<file path="src/rtl/aes_sched_pkg.sv">
// Shared types and widths for the AES core share scheduler.
package aes_sched_pkg;
    typedef enum logic [1:0] {IDLE, ISSUE, WAIT, RESP} state_t;
    typedef enum logic {PORT_BUS = 1'b0, PORT_FUZZ = 1'b1} port_t;
    localparam int AES_IN_W  = 256;
    localparam int AES_OUT_W = 128;
endpackage

</file>
<file path="src/rtl/aes_share_sched_if.sv">
// Requester-side job/result handshake bundle for two ports sharing one AES core.
interface aes_share_sched_if #(
    parameter int IN_W  = 256,
    parameter int OUT_W = 128
);
    logic [1:0]        req_valid;
    logic [1:0]        req_ready;
    logic [2*IN_W-1:0] req_data;
    logic [1:0]        rsp_valid;
    logic [1:0]        rsp_ready;
    logic [OUT_W-1:0]  rsp_data;
    logic              rsp_err;

    modport slave (
        input  req_valid, req_data, rsp_ready,
        output req_ready, rsp_valid, rsp_data, rsp_err
    );

    modport master (
        output req_valid, req_data, rsp_ready,
        input  req_ready, rsp_valid, rsp_data, rsp_err
    );
endinterface

</file>
<file path="src/rtl/rr_arb2.sv">
// Two-way round-robin grant; purely combinational, pointer breaks ties.
// No state, no backpressure: the caller owns the pointer.
module rr_arb2
    import aes_sched_pkg::*;
(
    input  logic [1:0] eligible,
    input  port_t      ptr,
    output logic       gnt_vld,
    output port_t      gnt
);
    always_comb begin
        gnt_vld = |eligible;
        gnt     = PORT_BUS;
        if (eligible == 2'b11)
            gnt = ptr;
        else if (eligible[1])
            gnt = PORT_FUZZ;
    end
endmodule

</file>
<file path="src/rtl/aes_share_sched.sv">
// Shares one AES core between the bus (port 0) and the fuzzer (port 1) with a hang watchdog.
// Accept -> start next cycle -> result one cycle after core strobe; result held until owner's ready.
module aes_share_sched
    import aes_sched_pkg::*;
#(
    parameter int IN_W    = AES_IN_W,
    parameter int OUT_W   = AES_OUT_W,
    parameter int TIMEOUT = 64,
    parameter int CNT_W   = 16
) (
    input  logic             clk,
    input  logic             rst,
    input  logic             fuzz_en,
    aes_share_sched_if.slave rq,
    output logic             aes_start,
    output logic [IN_W-1:0]  aes_in,
    input  logic [OUT_W-1:0] aes_out,
    input  logic             aes_out_valid,
    output logic             busy,
    output logic             owner,
    output logic             alarm_timeout,
    output logic [CNT_W-1:0] job_count,
    output logic [CNT_W-1:0] stray_count
);
    localparam int WD_W = (TIMEOUT > 2) ? $clog2(TIMEOUT) : 1;

    state_t            state, state_nxt;
    port_t             owner_q, rr_q, gnt;
    logic              gnt_vld;
    logic [1:0]        eligible;
    logic [WD_W-1:0]   wd;
    logic              wd_hit;
    logic              own_rdy;
    logic [OUT_W-1:0]  rsp_data_q;
    logic              rsp_err_q;

    assign eligible = rq.req_valid & {fuzz_en, 1'b1};
    // wd counts WAIT cycles already spent; the last allowed one aborts unless the core answers.
    assign wd_hit   = (wd == WD_W'(TIMEOUT - 1));
    assign own_rdy  = (owner_q == PORT_FUZZ) ? rq.rsp_ready[1] : rq.rsp_ready[0];

    rr_arb2 u_arb (
        .eligible (eligible),
        .ptr      (rr_q),
        .gnt_vld  (gnt_vld),
        .gnt      (gnt)
    );

    always_ff @(posedge clk) begin
        if (rst)
            state <= IDLE;
        else
            state <= state_nxt;
    end

    always_comb begin
        state_nxt = state;
        case (state)
            IDLE:  if (gnt_vld) state_nxt = ISSUE;
            ISSUE: state_nxt = WAIT;
            WAIT:  if (aes_out_valid || wd_hit) state_nxt = RESP;
            RESP:  if (own_rdy) state_nxt = IDLE;
            default: state_nxt = IDLE;
        endcase
    end

    always_comb begin
        rq.req_ready = 2'b00;
        if (state == IDLE && gnt_vld)
            rq.req_ready = {gnt == PORT_FUZZ, gnt == PORT_BUS};
        rq.rsp_valid = 2'b00;
        if (state == RESP)
            rq.rsp_valid = {owner_q == PORT_FUZZ, owner_q == PORT_BUS};
        rq.rsp_data = rsp_data_q;
        rq.rsp_err  = rsp_err_q;
        aes_start   = (state == ISSUE);
        busy        = (state != IDLE);
        owner       = owner_q;
    end

    always_ff @(posedge clk) begin
        if (rst) begin
            aes_in        <= '0;
            owner_q       <= PORT_BUS;
            rr_q          <= PORT_BUS;
            wd            <= '0;
            rsp_data_q    <= '0;
            rsp_err_q     <= 1'b0;
            alarm_timeout <= 1'b0;
            job_count     <= '0;
            stray_count   <= '0;
        end else begin
            case (state)
                IDLE: begin
                    if (gnt_vld) begin
                        aes_in  <= (gnt == PORT_FUZZ) ? rq.req_data[2*IN_W-1:IN_W]
                                                      : rq.req_data[IN_W-1:0];
                        owner_q <= gnt;
                    end
                end
                ISSUE: wd <= '0;
                WAIT: begin
                    wd <= wd + WD_W'(1);
                    if (aes_out_valid) begin
                        rsp_data_q <= aes_out;
                        rsp_err_q  <= 1'b0;
                    end else if (wd_hit) begin
                        rsp_data_q    <= '0;
                        rsp_err_q     <= 1'b1;
                        alarm_timeout <= 1'b1;
                    end
                end
                RESP: begin
                    if (own_rdy) begin
                        job_count <= job_count + CNT_W'(1);
                        rr_q      <= (owner_q == PORT_BUS) ? PORT_FUZZ : PORT_BUS;
                    end
                end
                default: ;
            endcase
            if (aes_out_valid && state != WAIT && stray_count != '1)
                stray_count <= stray_count + CNT_W'(1);
        end
    end
endmodule

</file>
<file path="src/flat_wrapper.sv">
// flat-port wrapper written by rule: the top's interface ports become plain ports
module aes_share_sched_flat import aes_sched_pkg::*;
#(
    parameter int IN_W    = AES_IN_W,
    parameter int OUT_W   = AES_OUT_W,
    parameter int TIMEOUT = 64,
    parameter int CNT_W   = 16
)
  (clk, rst, fuzz_en, aes_start, aes_in, aes_out, aes_out_valid, busy, owner, alarm_timeout, job_count, stray_count, rq_req_valid, rq_req_data, rq_rsp_ready, rq_req_ready, rq_rsp_valid, rq_rsp_data, rq_rsp_err);
  aes_share_sched_if #(.IN_W(IN_W), .OUT_W(OUT_W)) rq_i ();
  input  logic clk;
  input  logic rst;
  input  logic fuzz_en;
  output logic aes_start;
  output logic [IN_W-1:0] aes_in;
  input  logic [OUT_W-1:0] aes_out;
  input  logic aes_out_valid;
  output logic busy;
  output logic owner;
  output logic alarm_timeout;
  output logic [CNT_W-1:0] job_count;
  output logic [CNT_W-1:0] stray_count;
  input wire logic [$bits(rq_i.req_valid)-1:0] rq_req_valid;
  input wire logic [$bits(rq_i.req_data)-1:0] rq_req_data;
  input wire logic [$bits(rq_i.rsp_ready)-1:0] rq_rsp_ready;
  output wire logic [$bits(rq_i.req_ready)-1:0] rq_req_ready;
  output wire logic [$bits(rq_i.rsp_valid)-1:0] rq_rsp_valid;
  output wire logic [$bits(rq_i.rsp_data)-1:0] rq_rsp_data;
  output wire logic [$bits(rq_i.rsp_err)-1:0] rq_rsp_err;
  assign rq_i.req_valid = rq_req_valid;
  assign rq_i.req_data = rq_req_data;
  assign rq_i.rsp_ready = rq_rsp_ready;
  assign rq_req_ready = rq_i.req_ready;
  assign rq_rsp_valid = rq_i.rsp_valid;
  assign rq_rsp_data = rq_i.rsp_data;
  assign rq_rsp_err = rq_i.rsp_err;
  aes_share_sched #(.IN_W(IN_W), .OUT_W(OUT_W), .TIMEOUT(TIMEOUT), .CNT_W(CNT_W)) u_core (.clk(clk), .rst(rst), .fuzz_en(fuzz_en), .rq(rq_i), .aes_start(aes_start), .aes_in(aes_in), .aes_out(aes_out), .aes_out_valid(aes_out_valid), .busy(busy), .owner(owner), .alarm_timeout(alarm_timeout), .job_count(job_count), .stray_count(stray_count));
endmodule
</file>
<file path="config.mk">
export PLATFORM = sky130hd
export DESIGN_NAME = aes_share_sched_flat
export DESIGN_NICKNAME = d
export VERILOG_FILES = /design/src/rtl/aes_sched_pkg.sv /design/src/rtl/aes_share_sched_if.sv /design/src/rtl/rr_arb2.sv /design/src/rtl/aes_share_sched.sv /design/src/flat_wrapper.sv
export SDC_FILE = /design/constraint.sdc
export NUM_CORES = 1
export LEC_CHECK = 0
export ABC_CLOCK_PERIOD_IN_PS = 2900
export CORE_AREA = 2 2 420 422
export DETAILED_ROUTE_END_ITERATION = 12
export DIE_AREA = 0 0 422 424
export HOLD_SLACK_MARGIN = 0.06
export PLACE_DENSITY = 0.32
export RECOVER_POWER = 100
export SETUP_SLACK_MARGIN = 0.5
export SYNTH_ARGS = -nofsm -noshare
export SYNTH_HDL_FRONTEND = slang
export SYNTH_SLANG_ARGS = --single-unit
</file>
<file path="constraint.sdc">
create_clock -name clk -period 2.9 [get_ports clk]
set_input_delay 0.58 -clock clk [delete_from_list [all_inputs] [get_ports clk]]
set_output_delay 0.58 -clock clk [all_outputs]
set_load 0.03 [all_outputs]
</file>
==> impl_metrics.json, run 1 <==
{
  "yosys-top-cells-count": "dfxtp_1, nor2_1, a222oi_1",
  "crit_path_end": "rq_req_ready[1]",
  "cp_cell_sequence": "clkinvlp_2 -> ha_4 -> nand3_1 -> a21oi_4 -> clkbuf_1",
  "initial_utilization_pct": 9.06,
  "groute.usage.overall_pct": 13.3,
  "syn_area_per_cell_um2": 9.33,
  "die_h_um": 424,
  "cp-start-kind": "flip-flop",
  "finalHoldViolCount": 0,
  "powerDensity_nw_per_um2": 756,
  "drt_iter0_drc": 2293,
  "yosysTopAreaCell": "dfxtp_1",
  "ys_ff_latch": 428,
  "synth_edf_count": 0,
  "clk_latency_ps": 660,
  "wl_met3_um": 11400,
  "cap_viol_max_count": 0,
  "drc": 0,
  "cp.depth": 5,
  "outcome": "finished clean",
  "drt-met1-wl_um": 47000,
  "r2r_end": "u_core.aes_in[119]",
  "slowest_stage": "clkbuf_1",
  "fin_crit_ps": 2550,
  "rr_worst_depth": 12,
  "crit_family": "buffers and inverters",
  "cp_max_fo": 4,
  "cts_sinks": 428,
  "reg2reg_from": "u_core.state[0]",
  "total_leakage_power_uw": 0.0121,
  "drive_gt1_share_pct": 6.60,
  "core_um2": 175000,
  "crit_start": "u_core.state[0]",
  "area_growth_syn_to_layout_pct": 101,
  "synthDistinctLibCells": 46,
  "fin_tns_setup_ps": 0,
  "hold_class": "input pin to flip-flop",
  "slew_headroom_pct": 33.7,
  "htreeDepth": 2,
  "grt-ovfl-total": 0,
  "cts_tree": "yes",
  "async_flop_share_pct": 0,
  "grt_pass1_vias": 18600,
  "setup_violations": 0,
  "met2_length_um": 65000,
  "rsz0062_at_grt": "yes",
  "routedWlPerCell_um": 24.7,
  "num_vias": 19000,
  "drv_slew": 0,
  "reg2reg_slack_ps": 380,
  "grt_pass1_wl_um": 166000,
  "fin_crit_sh_pct": 88.0,
  "io_pins": 1073,
  "synth_fp_nets": 2355,
  "via_per_inst": 3.70,
  "yosysMostFrequentCell": "dfxtp_1",
  "arrival_ps": 1970,
  "place.gp.congestion": 0.843,
  "nNetsFinal": 3397,
  "die_area_um2": 179000,
  "grt_antenna_before_repair": 72,
  "crit_type": "flip-flop to output port",
  "ant_nets": 0,
  "skew_ps": 20.7,
  "critPathBufInv": 2,
  "cpPeakStageDelay_ps": 390,
  "path_clk_slew_ps": 60,
  "yosysWarnings": 0,
  "end_kind": "output port",
  "synthTopCellsByArea": "dfxtp_1, a222oi_1, nor2_1",
  "core.rowCount": 154,
  "grt_max_degree": 82,
  "synth_top_area_share_pct": 54.1,
  "clk_path_buf_depth": 3,
  "numCtsBuffers": 59,
  "place_ws_ps": 253,
  "drt-pass1-iter-count": 11,
  "synthFlopType": "dfxtp_1",
  "setup_slack_ps": 347,
  "fmax_ghz": 0.392,
  "syn_area_um2": 15800,
  "max-vdd-ir-drop_uv": 371,
  "yosysSeqAreaShare_pct": 54.1,
  "hpwl_um": 98300,
  "highest-signal-layer": "met5",
  "cp.required_ps": 2320,
  "io_buffers": 1072,
  "wl_um": 127000,
  "root_buffer": "clkbuf_16",
  "worst_pin_slew_ps": 994,
  "dieWidth_um": 422,
  "syn-instance-count": 1699
}
==> repair_timing <==
action,CTS,global route
endpoints found under the setup margin,99,157
gates cloned,0,5
endpoints found under the hold margin,0,0
pin swaps,1,7
buffers inserted,10,1
resized for setup,122,14
hold buffers,0,0
==> metal layers <==
layer	vias to the layer above	track usage (%)
met5	-	0
met4	50	4.88
met3	215	4.94
met2	892	23.2
met1	9266	14.6
li1	8603	-
==> placed cells by master (no fill, tap or decap), drive strengths merged, types with 74 or more instances in the layout <==
cell	n
dlygate4sd2	92
a21oi	146
clkdlybuf4s50	646
nor2	282
buf	74
dfxtp	428
a222oi	256
clkbuf	116
nand2	140
nand3	139
dlygate4sd3	322
==> layout make-up <==
| class | count | area (um2) |
|---|---|---|
| Fill cell | 19700 | 143000 |
| Timing Repair Buffer | 1158 | 11700 |
| Sequential cell | 428 | 8570 |
| Multi-Input combinational cell | 1086 | 6580 |
| Tap cell | 2340 | 2930 |
| Clock buffer | 92 | 1720 |
| Clock inverter | 14 | 238 |
| Antenna cell | 22 | 55.1 |
| Inverter | 8 | 33.8 |
==> sequential cells by signal, summed over array words and instances (netlist names) <==
name	cells
u_core.alarm_timeout	1
u_core.rq.rsp_data	128
u_core.state	2
u_core.job_count	16
u_core.stray_count	16
u_core.aes_in	256
u_core.wd	6
u_core.rr_q	1
u_core.owner	1
u_core.rq.rsp_err	1
==> cell families (layout without fill, tap and decap cells) <==
family | count (synthesis) | after routing | synth area share (%)
and+or+nand+nor | 625 | 626 | 17.2
AOI/OAI and AO/OA | 431 | 431 | 22.1
DFF | 428 | 428 | 54.1
buffers and inverters | 186 | 1272 | 4.78
xor gates and xnor gates | 15 | 15 | 0.829
adders and majority gates | 8 | 8 | 0.632
muxes | 6 | 6 | 0.395
other | 0 | 22 | 0
==> how the worst min path moves through the flow <==
stage	start	to	slack, ps	cells after the start
2_1_floorplan	u_core.wd[5]	u_core.wd[5]	460	2
3_3_place_gp	u_core.rq.rsp_err	u_core.rq.rsp_err	450	2
3_5_place_dp	u_core.rq.rsp_err	u_core.rq.rsp_err	450	2
4_1_cts	aes_out[22]	u_core.rq.rsp_data[22]	380	3
5_1_grt	aes_out[21]	u_core.rq.rsp_data[21]	420	3
6_report	rst	u_core.rq.rsp_data[111]	450	2
==> metrics by stage <==
step | util (%) | power, uW | hold WS (ps) | cells | cell area [um2]
finish | 18.2 | 24000 | 445 | 5148 | 31800
detailed placement | 17.0 | 16700 | 454 | 5004 | 29700
global route | 18.2 | 25200 | 415 | 5140 | 31800
global placement | 17.0 | 16700 | 447 | 5004 | 29700
floorplan | - | 11900 | 458 | 1699 | 15800
CTS | 18.1 | 24700 | 379 | 5120 | 31700
==> worst reg2reg max path: stages, from the launching register on <==
cell and delay, ps:
dfxtp_1 390, clkinvlp_2 180, ha_4 220, nand2_4 80, a31oi_4 40, buf_12 160, clkbuf_1 150, buf_8 180
buf_12 190, buf_4 180, clkbuf_16 170, a222oi_1 360, nor2_1 80
==> where the power goes <==
group          switching, uW  internal (uW)  total (uW)
logic                   5470           3670        9140
registers                485           6780        7260
clock network           3120           4500        7620
Power figures use the tool's default switching activity.
==> run 2: changes to the inputs <==
--- a/config.mk
+++ b/config.mk
@@ -6,11 +6,11 @@
 export NUM_CORES = 1
 export LEC_CHECK = 0
 export ABC_CLOCK_PERIOD_IN_PS = 2900
-export CORE_AREA = 2 2 420 422
+export CORE_AREA = 2 2 413 415
 export DETAILED_ROUTE_END_ITERATION = 12
-export DIE_AREA = 0 0 422 424
+export DIE_AREA = 0 0 415 417
 export HOLD_SLACK_MARGIN = 0.06
-export PLACE_DENSITY = 0.32
+export PLACE_DENSITY = 0.33
 export RECOVER_POWER = 100
 export SETUP_SLACK_MARGIN = 0.5
 export SYNTH_ARGS = -nofsm -noshare
==> run 2 against run 1 <==
  * Total power shrank 2.2%
  * Sequential power is essentially flat
  * Die area is 3.3% lower
  * Largest cell class unchanged
  * Largest power group unchanged
  * Global-route usage hardly changed
  * Cell count fell by 2.7%
  * Via count decreased by 0.53%
  * Clock skew up 53 ps
  * Sequential cell count stayed put
  * Non-clock buffer count shrank 5
  * Worst setup slack improved by 13 ps
  * Critical path depth up 1
  * Core utilization grew 0.44 points
==> impl_metrics.json, run 2 (synthesized netlist as in run 1, its figures left out) <==
{
  "worst_pin_slew_ps": 1000,
  "dieWidth_um": 415,
  "finalHoldViolCount": 0,
  "final_cell_area_um2": 31400,
  "rr_worst_depth": 9,
  "clk_path_buf_depth": 3,
  "core.rowCount": 151,
  "layout_commonest_cell": "clkdlybuf4s50_1",
  "fmax_ghz": 0.394,
  "place.gp.congestion": 0.837,
  "timing.hold.ws_ps": 255,
  "hold_class": "input pin to flip-flop",
  "cap_viol_max_count": 0,
  "initial_utilization_pct": 9.40,
  "arrival_ps": 1960,
  "end_kind": "output port",
  "drt-pass1-iter-count": 10,
  "grt_pass1_vias": 18800,
  "cts_sinks": 428,
  "via_per_inst": 3.78,
  "crit_type": "flip-flop to output port",
  "placed_area_um2": 29700,
  "powerDensity_nw_per_um2": 749,
  "grt_antenna_before_repair": 55,
  "total_leakage_power_uw": 0.0120,
  "root_buffer": "clkbuf_16",
  "htreeDepth": 2,
  "wl_um": 122000,
  "io_pins": 1073,
  "drc": 0,
  "rsz0062_at_grt": "yes",
  "grt_max_degree": 85,
  "layout_common_cells": "clkdlybuf4s50_1, dfxtp_1, nor2_1",
  "drive_gt1_share_pct": 6.26,
  "dp_cells": 4885,
  "area_growth_syn_to_layout_pct": 97.9,
  "place_ws_ps": 223,
  "die_area_um2": 173000,
  "cp.required_ps": 2320,
  "fin_crit_ps": 2540,
  "groute.usage.overall_pct": 13.3,
  "num_vias": 18900,
  "die_h_um": 417,
  "holdPathStages": 2,
  "fin_crit_sh_pct": 87.6,
  "cts_tree": "yes",
  "nNetsFinal": 3392,
  "grt-ovfl-total": 0,
  "cp_max_fo": 3,
  "core_um2": 169000,
  "io_buffers": 1072,
  "skew_ps": 74.1,
  "max-vdd-ir-drop_uv": 590,
  "cp-start-kind": "flip-flop",
  "drt_iter0_drc": 1969,
  "fin_tns_setup_ps": 0,
  "largest_register": "u_core.aes_in",
  "drv_slew": 0,
  "setup_violations": 0,
  "numCtsBuffers": 60,
  "slew_headroom_pct": 32.7,
  "setup_slack_ps": 360,
  "path_clk_slew_ps": 50,
  "ant_nets": 0,
  "fill_cells": 18800,
  "grt_pass1_wl_um": 162000,
  "final_cell_count_no_fill": 5009,
  "hpwl_um": 96000,
  "routedWlPerCell_um": 24.4,
  "outcome": "finished clean",
  "largest_register_ffs": 256,
  "clk_latency_ps": 690
}
-- run 2: worst paths after layout --
check,slack [ps],start,endpoint
min reg2reg,460,u_core.rq.rsp_data[72],u_core.rq.rsp_data[72]
max,360,u_core.state[0],rq_req_ready[0]
max reg2reg,370,u_core.state[0],u_core.aes_in[229]
min,260,rst,u_core.aes_in[22]
-- run 2: per-layer routing --
metal  global-route usage, %  vias to the layer above  wire length (um)
li1                        -                     8563                 -
met1                    14.7                     9267             45500
met2                    24.3                      882             64000
met3                    4.27                      176             10200
met4                    3.16                       38              2250
met5                       0                        -               233
-- run 2: area by class of cell --
class	count	area, um2	area share [%]
timing repair buffer	1153	11500	36.7
clock inverter	9	124	0.395
inverter	8	30.0	0.0958
multi-input combinational	1085	6550	20.9
clock buffer	95	1760	5.62
tap	2218	2780	8.85
antenna	13	32.5	0.104
sequential	428	8570	27.3
-- run 2: through the flow --
step / util, % / total power [uW]
after floorplan: - / 11900
after global placement: 17.6 / 16800
after detailed placement: 17.6 / 16700
after CTS: 18.7 / 24200
after global routing: 18.6 / 24600
final: 18.6 / 23500
-- run 2: repair_timing --
action / in CTS / in global routing
setup endpoints to repair: 155 / 37
buffers inserted: 6 / 1
resized for setup: 175 / 11
hold buffers: 0 / 0
pin swaps: 1 / 1
-- run 2: worst max-delay path, stage by stage (launching register included) --
cell	delay, ps
dfxtp_1	330
inv_1	120
ha_4	180
nand2_1	60
a31oi_1	260
buf_12	180
buf_8	130
-- run 2: where the power goes --
part	leakage (uW)	internal [uW]	switching, uW
Clock	0.000920	4210	3130
Sequential	0.00349	6770	511
Combinational	0.00762	3520	5330
==> run 3: changes to the inputs <==
--- a/config.mk
+++ b/config.mk
@@ -5,10 +5,11 @@
 export SDC_FILE = /design/constraint.sdc
 export NUM_CORES = 1
 export LEC_CHECK = 0
-export ABC_CLOCK_PERIOD_IN_PS = 2900
-export CORE_AREA = 2 2 413 415
+export ABC_AREA = 1
+export ABC_CLOCK_PERIOD_IN_PS = 3300
+export CORE_AREA = 2 2 423 425
 export DETAILED_ROUTE_END_ITERATION = 12
-export DIE_AREA = 0 0 415 417
+export DIE_AREA = 0 0 425 427
 export HOLD_SLACK_MARGIN = 0.06
 export PLACE_DENSITY = 0.33
 export RECOVER_POWER = 100
==> constraint.sdc (replaced) <==
create_clock -name clk -period 3.3 [get_ports clk]
set_input_delay 0.66 -clock clk [delete_from_list [all_inputs] [get_ports clk]]
set_output_delay 0.66 -clock clk [all_outputs]
set_load 0.03 [all_outputs]
==> run 3 against run 2 <==
  * Core utilization down 0.25 points
  * First-iteration DRC count decreased by 40%
  * Via count grew 6.6%
  * Clock skew shrank 36 ps
  * Clock power is 9.9% lower
  * Sequential power decreased by 8.8%
  * Total power fell by 8.9%
  * Combinational power fell by 8.0%
  * Worst hold slack improved by 130 ps
  * Largest cell class unchanged
  * Largest power group unchanged
==> impl_metrics.json, run 3 <==
{
  "slew_headroom_pct": 10.7,
  "hold_class": "input pin to flip-flop",
  "core.rowCount": 155,
  "post_cts.repair.setup_buffers": 0,
  "ys_ff_latch": 428,
  "layout_commonest_cell": "nand2_1",
  "grt_max_degree": 122,
  "arrival_ps": 2230,
  "reg2reg_from": "u_core.state[1]",
  "rr_worst_depth": 8,
  "multi_input_area_um2": 7510,
  "hpwl_um": 95700,
  "async_flop_share_pct": 0,
  "worst_pin_slew_ps": 1340,
  "fill_cells": 20100,
  "place.gp.congestion": 0.810,
  "skew_ps": 38.2,
  "synth_edf_count": 0,
  "dieWidth_um": 425,
  "crit_start": "rq_req_valid[1]",
  "cts_hold_buf": 0,
  "crit_type": "input pin to output port",
  "outcome": "finished clean",
  "reg2reg_slack_ps": 570,
  "largest_register": "u_core.aes_in",
  "cap_viol_max_count": 0,
  "drt_iter0_drc": 1188,
  "groute.usage.overall_pct": 12.7,
  "total_leakage_power_uw": 0.0122,
  "critPathBufInv": 2,
  "cp_cell_sequence": "clkdlybuf4s50_1 -> nand2_2 -> nand2_1 -> nand2_8 -> nor2_4 -> clkbuf_1",
  "io_buffers": 1072,
  "drt-pass1-iter-count": 5,
  "r2r_end": "u_core.aes_in[121]",
  "root_buffer": "clkbuf_16",
  "initial_utilization_pct": 9.62,
  "yosys-top-cells-count": "nand2_1, dfxtp_1, a31oi_1",
  "synth_fp_nets": 2993,
  "nNetsFinal": 4011,
  "syn-instance-count": 2337,
  "final_cell_count_no_fill": 5775,
  "cts_sinks": 428,
  "die_h_um": 427,
  "rsz0062_at_grt": "yes",
  "grt_antenna_before_repair": 57,
  "synthFlopType": "dfxtp_1",
  "layout_common_cells": "nand2_1, clkdlybuf4s50_1, dfxtp_1",
  "clk_path_buf_depth": 3,
  "crit_path_end": "rq_req_ready[0]",
  "io_pins": 1073,
  "ant_nets": 0,
  "cpPeakStageDelay_ps": 520,
  "via_per_inst": 3.49,
  "yosysMostFrequentCell": "nand2_1",
  "end_kind": "output port",
  "setup_violations": 0,
  "grt_pass1_vias": 19700,
  "htreeDepth": 2,
  "grt_pass1_wl_um": 163000,
  "wl_um": 123000,
  "cp.required_ps": 2640,
  "cts_tree": "yes",
  "area_growth_syn_to_layout_pct": 90.7,
  "powerDensity_nw_per_um2": 658,
  "crit_family": "buffers and inverters",
  "routedWlPerCell_um": 21.2,
  "num_vias": 20200,
  "place_ws_ps": 420,
  "fin_crit_ps": 2890,
  "clk_latency_ps": 690,
  "seqCellArea_um2": 8570,
  "setup_slack_ps": 408,
  "core_um2": 177000,
  "synth_top_area_share_pct": 50.2,
  "numCtsBuffers": 60,
  "yosysSeqAreaShare_pct": 50.2,
  "drc": 0,
  "cp.depth": 6,
  "max-vdd-ir-drop_uv": 374,
  "synthTopCellsByArea": "dfxtp_1, nand2_1, a31oi_1",
  "cp_max_fo": 3,
  "largest_register_ffs": 256,
  "syn_area_per_cell_um2": 7.30,
  "yosysWarnings": 0,
  "fmax_ghz": 0.346,
  "fin_tns_setup_ps": 0,
  "drv_slew": 0,
  "finalHoldViolCount": 0,
  "path_clk_slew_ps": 60,
  "cp-start-kind": "input pin",
  "grt-ovfl-total": 0,
  "drive_gt1_share_pct": 4.15,
  "synthDistinctLibCells": 28,
  "syn_area_um2": 17100,
  "yosysTopAreaCell": "dfxtp_1",
  "slowest_stage": "clkdlybuf4s50_1",
  "dp_cells": 5648,
  "die_area_um2": 181000,
  "fin_crit_sh_pct": 87.6
}
==> run 3: changes by cell type in the layout (fill, tap and decap cells not counted), sizes merged, moves of 8 or more <==
cell / previous run / this run
buf: 76 / 46
nand2: 140 / 990
inv: 9 / 60
diode: 13 / 21
nand3: 139 / 161
dlygate4sd3: 262 / 418
or3: 10 / 0
nor2: 282 / 79
a31oi: 1 / 256
dlygate4sd2: 149 / 5
a222oi: 256 / 0
==> run 3: cells by family (layout without fill, tap and decap cells) <==
group / Yosys count / count (layout) / share of synthesized area (%)
xor gates and xnor gates: 4 / 4 / 0.205
and+or+nand+nor: 1246 / 1246 / 28.9
AOI/OAI and AO/OA: 418 / 418 / 14.2
adders and majority gates: 8 / 8 / 0.587
buffers and inverters: 233 / 1295 / 5.82
other: 0 / 21 / 0
DFF: 428 / 428 / 50.2
==> run 3: repair_timing <==
action	CTS	global route
endpoints found under the setup margin	6	2
cloned	0	0
resized for setup	8	4
==> run 3: final cells by class <==
type	instances	area share, %
multi-input combinational	1676	23.1
inverter	59	0.685
antenna	21	0.162
timing repair buffer	1130	34.8
tap	2355	9.06
clock buffer	93	5.27
clock inverter	13	0.619
sequential	428	26.3
==> run 3: routing by layer <==
| layer | routed length (um) | part of all wire (%) | GRT usage [%] |
|---|---|---|---|
| met5 | 173 | 0.14 | 0 |
| met3 | 9140 | 7.5 | 4.12 |
| met4 | 4040 | 3.3 | 5.07 |
| met2 | 62200 | 51 | 21.9 |
| met1 | 47200 | 38 | 14.4 |
==> run 3: stage by stage <==
step	power [uW]	utilization (%)	hold slack [ps]	area, um2
floorplan	11000	-	441	17100
global placement	15500	17.3	454	30700
detailed placement	15500	17.3	455	30700
CTS	22300	18.4	329	32600
global route	22600	18.3	357	32500
finish	21400	18.4	389	32500
==> run 3: worst min path at each step <==
stage | from | end | depth (start not counted)
floorplan | u_core.rr_q | u_core.rr_q | 2
global placement | u_core.rq.rsp_err | u_core.rq.rsp_err | 2
detailed placement | u_core.rq.rsp_err | u_core.rq.rsp_err | 2
CTS | rst | u_core.rq.rsp_data[78] | 2
global route | rst | u_core.rq.rsp_data[78] | 2
finish | rst | u_core.rq.rsp_data[116] | 2
==> run 3: power breakdown <==
group / switching, uW / internal, uW / total (uW)
combinational: 5280 / 2870 / 8140
sequential: 568 / 6080 / 6650
clock: 2750 / 3860 / 6610
total: 8600 / 12800 / 21400
